$ cat config.mk
export PLATFORM = sky130hd
export DESIGN_NAME = fetch_queue_ifid_flat
export DESIGN_NICKNAME = d
export VERILOG_FILES = /design/src/rtl/fetch_queue_ifid_if.sv /design/src/rtl/fetch_queue_ifid.sv /design/src/flat_wrapper.sv
export SDC_FILE = /design/constraint.sdc
export NUM_CORES = 1
export LEC_CHECK = 0
export ABC_AREA = 1
export BUFFER_PORTS_ARGS = -buffer_cell sky130_fd_sc_hd__buf_2
export CORE_AREA = 2 2 113 82
export CTS_CLUSTER_DIAMETER = 50
export DETAILED_ROUTE_END_ITERATION = 7
export DIE_AREA = 0 0 115 84
export PLACE_DENSITY_LB_ADDON = 0.15
export SLEW_MARGIN = 20
export SYNTH_ARGS = -nofsm -noshare
export SYNTH_HDL_FRONTEND = slang
export SYNTH_SLANG_ARGS = --single-unit
$ cat constraint.sdc
create_clock -name clk -period 2.3 [get_ports clk]
set_input_delay 0.23 -clock clk [delete_from_list [all_inputs] [get_ports clk]]
set_output_delay 0.23 -clock clk [all_outputs]
set_load 0.03 [all_outputs]
$ cat src/rtl/fetch_queue_ifid_if.sv
// Fetch-to-decode bundle: PC/imem inputs and stall/flush control, IF/ID word and queue status back.
interface fetch_queue_ifid_if #(parameter int DW = 16);
  logic [DW-1:0] pc_in;
  logic          fetch_req;
  logic [DW-1:0] imem_rdata;
  logic          stall;
  logic          flush;
  logic [DW-1:0] if_instr;
  logic [DW-1:0] if_pc;
  logic          if_valid;
  logic          hlt_out;
  logic          fq_hold;
  logic [1:0]    fq_count;

  modport master (
    output pc_in, fetch_req, imem_rdata, stall, flush,
    input  if_instr, if_pc, if_valid, hlt_out, fq_hold, fq_count
  );

  modport slave (
    input  pc_in, fetch_req, imem_rdata, stall, flush,
    output if_instr, if_pc, if_valid, hlt_out, fq_hold, fq_count
  );
endinterface

$ cat src/rtl/fetch_queue_ifid.sv
// IF/ID fetch queue: 2-entry bypass FIFO on sync imem data, fetch_req->if_instr in 2 edges; fq_hold stalls PC when full.
// Optional IFQ_PERF_EN adds saturating stall/flush cycle counters.
module fetch_queue_ifid #(
  parameter int              DW         = 16,
  parameter logic [DW-1:0]   NOP_INSTR  = '0,
  parameter logic [3:0]      HLT_OPCODE = 4'hF
) (
  input  logic               clk,
  input  logic               rst_n,
  fetch_queue_ifid_if.slave  bus
`ifdef IFQ_PERF_EN
  ,
  output logic [15:0]        perf_stall_cnt,
  output logic [15:0]        perf_flush_cnt
`endif
);

  typedef struct packed {
    logic [DW-1:0] pc;
    logic [DW-1:0] instr;
  } entry_t;

  typedef enum logic {RUN, HALT} state_t;

  state_t        state;
  logic          rd_vld;
  logic [DW-1:0] rd_pc;
  entry_t        q [2];
  logic          wr_ptr;
  logic          rd_ptr;
  logic [1:0]    count;
  logic [DW-1:0] if_instr;
  logic [DW-1:0] if_pc;
  logic          if_valid;
  logic          hlt_out;

  entry_t rd_word;
  entry_t load_word;
  logic   run_adv;
  logic   deq;
  logic   bypass;
  logic   enq;
  logic   load_vld;

  always_comb begin
    rd_word   = '{pc: rd_pc, instr: bus.imem_rdata};
    run_adv   = ~bus.stall & (state == RUN);
    deq       = run_adv & (count != 2'd0);
    bypass    = run_adv & (count == 2'd0) & rd_vld;
    // A word arriving while full only fits if the head leaves on the same edge.
    enq       = rd_vld & ~bypass & ((count != 2'd2) | deq);
    load_vld  = deq | bypass;
    load_word = deq ? q[rd_ptr] : rd_word;
  end

  always_ff @(posedge clk or negedge rst_n) begin
    if (!rst_n) begin
      state    <= RUN;
      rd_vld   <= 1'b0;
      rd_pc    <= '0;
      wr_ptr   <= 1'b0;
      rd_ptr   <= 1'b0;
      count    <= 2'd0;
      if_instr <= NOP_INSTR;
      if_pc    <= '0;
      if_valid <= 1'b0;
      hlt_out  <= 1'b0;
      for (int i = 0; i < 2; i++) q[i] <= '0;
    end else begin
      rd_pc <= bus.pc_in;
      if (bus.flush) begin
        state    <= RUN;
        rd_vld   <= 1'b0;
        wr_ptr   <= 1'b0;
        rd_ptr   <= 1'b0;
        count    <= 2'd0;
        if_instr <= NOP_INSTR;
        if_valid <= 1'b0;
        hlt_out  <= 1'b0;
      end else begin
        rd_vld <= bus.fetch_req & ~hlt_out;
        if (enq) begin
          q[wr_ptr] <= rd_word;
          wr_ptr    <= ~wr_ptr;
        end
        if (deq) rd_ptr <= ~rd_ptr;
        case ({enq, deq})
          2'b10:   count <= count + 2'd1;
          2'b01:   count <= count - 2'd1;
          default: count <= count;
        endcase
        // Stall and HALT both leave IF/ID untouched.
        if (run_adv) begin
          if (load_vld) begin
            if_instr <= load_word.instr;
            if_pc    <= load_word.pc;
            if_valid <= 1'b1;
            if (load_word.instr[DW-1 -: 4] == HLT_OPCODE) begin
              state   <= HALT;
              hlt_out <= 1'b1;
            end
          end else begin
            if_instr <= NOP_INSTR;
            if_valid <= 1'b0;
          end
        end
      end
    end
  end

`ifdef IFQ_PERF_EN
  always_ff @(posedge clk or negedge rst_n) begin
    if (!rst_n) begin
      perf_stall_cnt <= 16'd0;
      perf_flush_cnt <= 16'd0;
    end else begin
      if (bus.stall && perf_stall_cnt != 16'hFFFF) perf_stall_cnt <= perf_stall_cnt + 16'd1;
      if (bus.flush && perf_flush_cnt != 16'hFFFF) perf_flush_cnt <= perf_flush_cnt + 16'd1;
    end
  end
`endif

  assign bus.if_instr = if_instr;
  assign bus.if_pc    = if_pc;
  assign bus.if_valid = if_valid;
  assign bus.hlt_out  = hlt_out;
  assign bus.fq_count = count;
  assign bus.fq_hold  = (count == 2'd2) | ((count == 2'd1) & (bus.stall | hlt_out));

endmodule

$ cat src/flat_wrapper.sv
// flat-port wrapper written by rule: the top's interface ports become plain ports
module fetch_queue_ifid_flat 
#(
  parameter int              DW         = 16,
  parameter logic [DW-1:0]   NOP_INSTR  = '0,
  parameter logic [3:0]      HLT_OPCODE = 4'hF
)
  (clk, rst_n, bus_pc_in, bus_fetch_req, bus_imem_rdata, bus_stall, bus_flush, bus_if_instr, bus_if_pc, bus_if_valid, bus_hlt_out, bus_fq_hold, bus_fq_count);
  fetch_queue_ifid_if #(.DW(DW)) bus_i ();
  input  logic clk;
  input  logic rst_n;
  input wire logic [$bits(bus_i.pc_in)-1:0] bus_pc_in;
  input wire logic [$bits(bus_i.fetch_req)-1:0] bus_fetch_req;
  input wire logic [$bits(bus_i.imem_rdata)-1:0] bus_imem_rdata;
  input wire logic [$bits(bus_i.stall)-1:0] bus_stall;
  input wire logic [$bits(bus_i.flush)-1:0] bus_flush;
  output wire logic [$bits(bus_i.if_instr)-1:0] bus_if_instr;
  output wire logic [$bits(bus_i.if_pc)-1:0] bus_if_pc;
  output wire logic [$bits(bus_i.if_valid)-1:0] bus_if_valid;
  output wire logic [$bits(bus_i.hlt_out)-1:0] bus_hlt_out;
  output wire logic [$bits(bus_i.fq_hold)-1:0] bus_fq_hold;
  output wire logic [$bits(bus_i.fq_count)-1:0] bus_fq_count;
  assign bus_i.pc_in = bus_pc_in;
  assign bus_i.fetch_req = bus_fetch_req;
  assign bus_i.imem_rdata = bus_imem_rdata;
  assign bus_i.stall = bus_stall;
  assign bus_i.flush = bus_flush;
  assign bus_if_instr = bus_i.if_instr;
  assign bus_if_pc = bus_i.if_pc;
  assign bus_if_valid = bus_i.if_valid;
  assign bus_hlt_out = bus_i.hlt_out;
  assign bus_fq_hold = bus_i.fq_hold;
  assign bus_fq_count = bus_i.fq_count;
  fetch_queue_ifid #(.DW(DW), .NOP_INSTR(NOP_INSTR), .HLT_OPCODE(HLT_OPCODE)) u_core (.clk(clk), .rst_n(rst_n), .bus(bus_i));
endmodule
==> summary.md <==
| Metric | Value |
|---|---|
| Post CTS Setup Buffer Count | `0` |
| Die Wd | `115 um` |
| CTS tree | `done` |
| Worst skew pair latency | `slightly above 0.4 ns` |
| DRT Wirelength | `11380 um` |
| DRC Markers | `0` |
| Slew margin rel. | `56.47%` |
| Share of the synthesized area in the top cell type | `just under 60%` |
| Slowest CP cell | `dfrtp_1` |
| Mapped Area | `between 5000 and 6000 um2` |
| First-pass DRT Iterations | `5` |
| Global-route wire length before repair | `19420 um` |
| Total gr overflow | `0` |
| Clk pwr share | `between 30% and 40%` |
| # IOs | `74` |
| Placeable Area | `between 8000 and 9000 um2` |
| Avg WL per Cell | `14.54 um` |
| Num CTS Buffers | `17` |
| Comb power frac | `28.7%` |
| Die area | `approximately 9700 um2` |
| Share of cells above drive strength 1 | `between 20% and 30%` |
| Vias in the first global route | `4017` |
| Sequential share of power | `around two fifths` |
| H-tree Lvls | `4` |
| Cell variety after synth | `22` |
| P_leak | `about 0.0034 uW` |
| Pin count of the biggest net entering global routing | `between 60 and 70` |
| Root Buffer | `clkbuf_16` |
| Worst EP arrival | `~2.2 ns` |
| Tot Pwr | `8127 uW` |
| Placed cell count | `around 730` |
| Int Pwr | `5273 uW` |
| Area growth syn-to-layout | `23.22%` |
| Crit share post-route | `a little over four fifths` |
| CP dominant cell by count | `inv_1` |
| Post-layout nets | `~700` |
| Tmin final | `roughly 2 ns` |
| Diode count | `0` |
| Least-Margin Pin Slew | `around 0.65 ns` |
| #FFs+latches synth | `around 120` |
| Family with the most delay on the worst path | `buffers and inverters` |
| Status | `complete, no violations` |
| Reg clk slew, reported paths | `roughly 0.05 ns` |
| Switching pwr | `roughly 2900 uW` |
| Fin. max-slew vios | `0` |
| Area leader, netlist | `dfrtp_1` |
| Post-synthesis sequential area ratio | `57.75%` |
| CP endpoint kind | `register` |
| Rows | `29` |
| Syn_nets | `611` |
| GP Congestion | `between 0.7 and 0.8` |
| Worst Path Required | `approximately 2.6 ns` |
| Remaining antenna violation count | `0` |
| PwrDens | `~1300 nW/um2` |
| CTS sink count | `between 100 and 150` |
| Maximum operating frequency | `about 510 MHz` |
| Setup TNS Final | `0 ns` |
| Unrepaired setup endpoints after global routing | `false` |
| Crit-path max FO | `16` |
| Ys Warns | `0` |
| Sw Share | `approximately a third` |
| Vias | `between 4000 and 5000` |
| Worst vdd ir | `~0.00091 V` |
| Post-Syn Instances | `approximately 570` |
| Clock tree buffer depth | `2` |
| CP bufs+invs | `3` |
| Setup violators final | `0` |
| Dpl hpwl | `around 6800 um` |
| Worst hold-check path type | `input pin to register` |
| Die height | `~84 um` |
| Crit path largest cell delay | `0.36 ns` |
| Hold_ws | `between 0.05 and 0.06 ns` |
| Synth area leaders | `dfrtp_1 58%, nand2_1 12%, nor2_1 4.5%` |
| Number of port buffers | `73` |
| Total track usage | `between 20% and 30%` |
| Worst-path cell chain | `inv_1, ha_1, inv_1, nand2_4, o21ai_4, nand2_2, buf_4, nand2_1, o21ai_2` |
| Clock Skew | `0.008847 ns` |
| CP Launch Type | `register` |
| Syn Area/Cell | `about 9 um2` |
| Initial Utilization | `59.21%` |
| Initial antenna violation count | `0` |
| Critical path class | `register to register` |
| Cell Count, Final, Fillers Out | `between 700 and 800` |
| Post-DR vias/cell | `5.234` |
| Max-cap viol count | `0` |
| Final Hold Vio Count | `0` |
| 1st-iter DRT viols | `about 280` |
layout make-up:
| cell class | count | area [um2] |
|---|---|---|
| inverter | 53 | 198.9 |
| timing repair buffer | 103 | 673.1 |
| sequential | 119 | 2978 |
| fill | 664 | 2355 |
| multi-input combinational | 368 | 1785 |
| tap | 108 | 135.1 |
| clock buffer | 20 | 456.7 |
| clock inverter | 12 | 126.4 |
metal layers:
metal  vias to the layer above  wire length [um]  track usage, %
li1                       2009                 -               -
met4                         0               215           10.84
met3                        22               692           6.391
met1                      1920              5312           36.85
met5                         -                 0               0
met2                       147              5162           39.14
cells in the final DEF, fill, tap and decap left out, types with 2 or more instances in the layout:
cell type,n
clkinvlp_4,5
o21ai_2,22
dfrtp_1,119
nand2_1,159
nand3_1,5
clkbuf_8,2
o211ai_1,28
nor2_1,62
nand2_2,2
inv_2,2
o21ai_0,42
buf_2,72
nor2_4,2
ha_1,3
a21oi_1,2
inv_1,50
o21ai_1,36
clkbuf_16,17
dlygate4sd3_1,17
nand2_4,2
bufinv_16,2
buf_4,11
clkinv_2,4
buf_12,3
metrics by stage:
step	util (%)	setup WS [ns]	instance area, um2
floorplan	-	0.4799	5156
global placement	64.31	0.4625	5600
detailed placement	64.31	0.3761	5600
CTS	72.96	0.3504	6354
global route	72.96	0.1777	6354
finish	72.96	0.3577	6354
tightest hold or removal path: stages:
cell     delay, ns
buf_2         0.10
nand2_1       0.06
nor2_1        0.03
synth_stat cells:
cell,count
a21oi_1,2
buf_2,14
buf_6,8
clkbuf_1,9
clkinv_1,1
dfrtp_1,119
ha_1,3
inv_1,50
inv_2,2
nand2_1,159
nand2_2,2
nand2_4,2
nand3_1,5
nand3_2,1
nor2_1,62
nor2_2,1
nor2_4,2
o211ai_1,28
o21ai_0,42
o21ai_1,36
o21ai_2,22
o21ai_4,1
worst paths after layout:
kind                                                         start                                  to  slack (ns)  cells after the start
worst max-delay path            u_core.bus.fq_count[0]$_DFFE_PN0P_            u_core.q[32]$_DFFE_PN0P_        0.36                      9
worst min-delay path                                 bus_fetch_req             u_core.rd_vld$_DFF_PN0_        0.05                      3
worst max register to register  u_core.bus.fq_count[0]$_DFFE_PN0P_            u_core.q[32]$_DFFE_PN0P_        0.36                      9
worst min register to register  u_core.bus.if_instr[3]$_DFFE_PN0P_  u_core.bus.if_instr[3]$_DFFE_PN0P_        0.47                      2
max in group asynchronous                                    rst_n     u_core.bus.if_pc[3]$_DFFE_PN0P_        1.34                      3
min in group asynchronous                                    rst_n  u_core.bus.if_instr[3]$_DFFE_PN0P_        0.33                      2
what timing repair did:
action | 4_1_cts | 5_1_grt
endpoints found under the hold margin | 50 | 0
resized for setup | 0 | 0
hold buffers | 17 | 0
logic make-up after synthesis:
kind of cell | Yosys count | synth area share [%]
AO/OA/AOI/OAI | 131 | 15.89
adder cells (fa/ha/maj) | 3 | 0.7281
buffers and inverters | 84 | 7.620
flip-flops | 119 | 57.75
AND/OR/NAND/NOR | 234 | 18.01
sequential cells by signal, summed over array words and instances, names as in the netlist:
signal	flops
u_core.bus.fq_count	2
u_core.bus.if_instr	16
u_core.bus.if_pc	16
u_core.bus.if_valid	1
u_core.q	64
u_core.rd_pc	16
u_core.rd_ptr	1
u_core.rd_vld	1
u_core.state	1
u_core.wr_ptr	1
power by group through the flow:
stage	Combinational, uW	Sequential, uW	Clock (uW)
2_1_floorplan	1300	3560	0
3_3_place_gp	2210	3200	0
3_5_place_dp	2290	3230	0
4_1_cts	2350	3210	2610
5_1_grt	2630	3310	2680
6_report	2330	3220	2570
No activity file was read; power rests on OpenSTA's default activity.
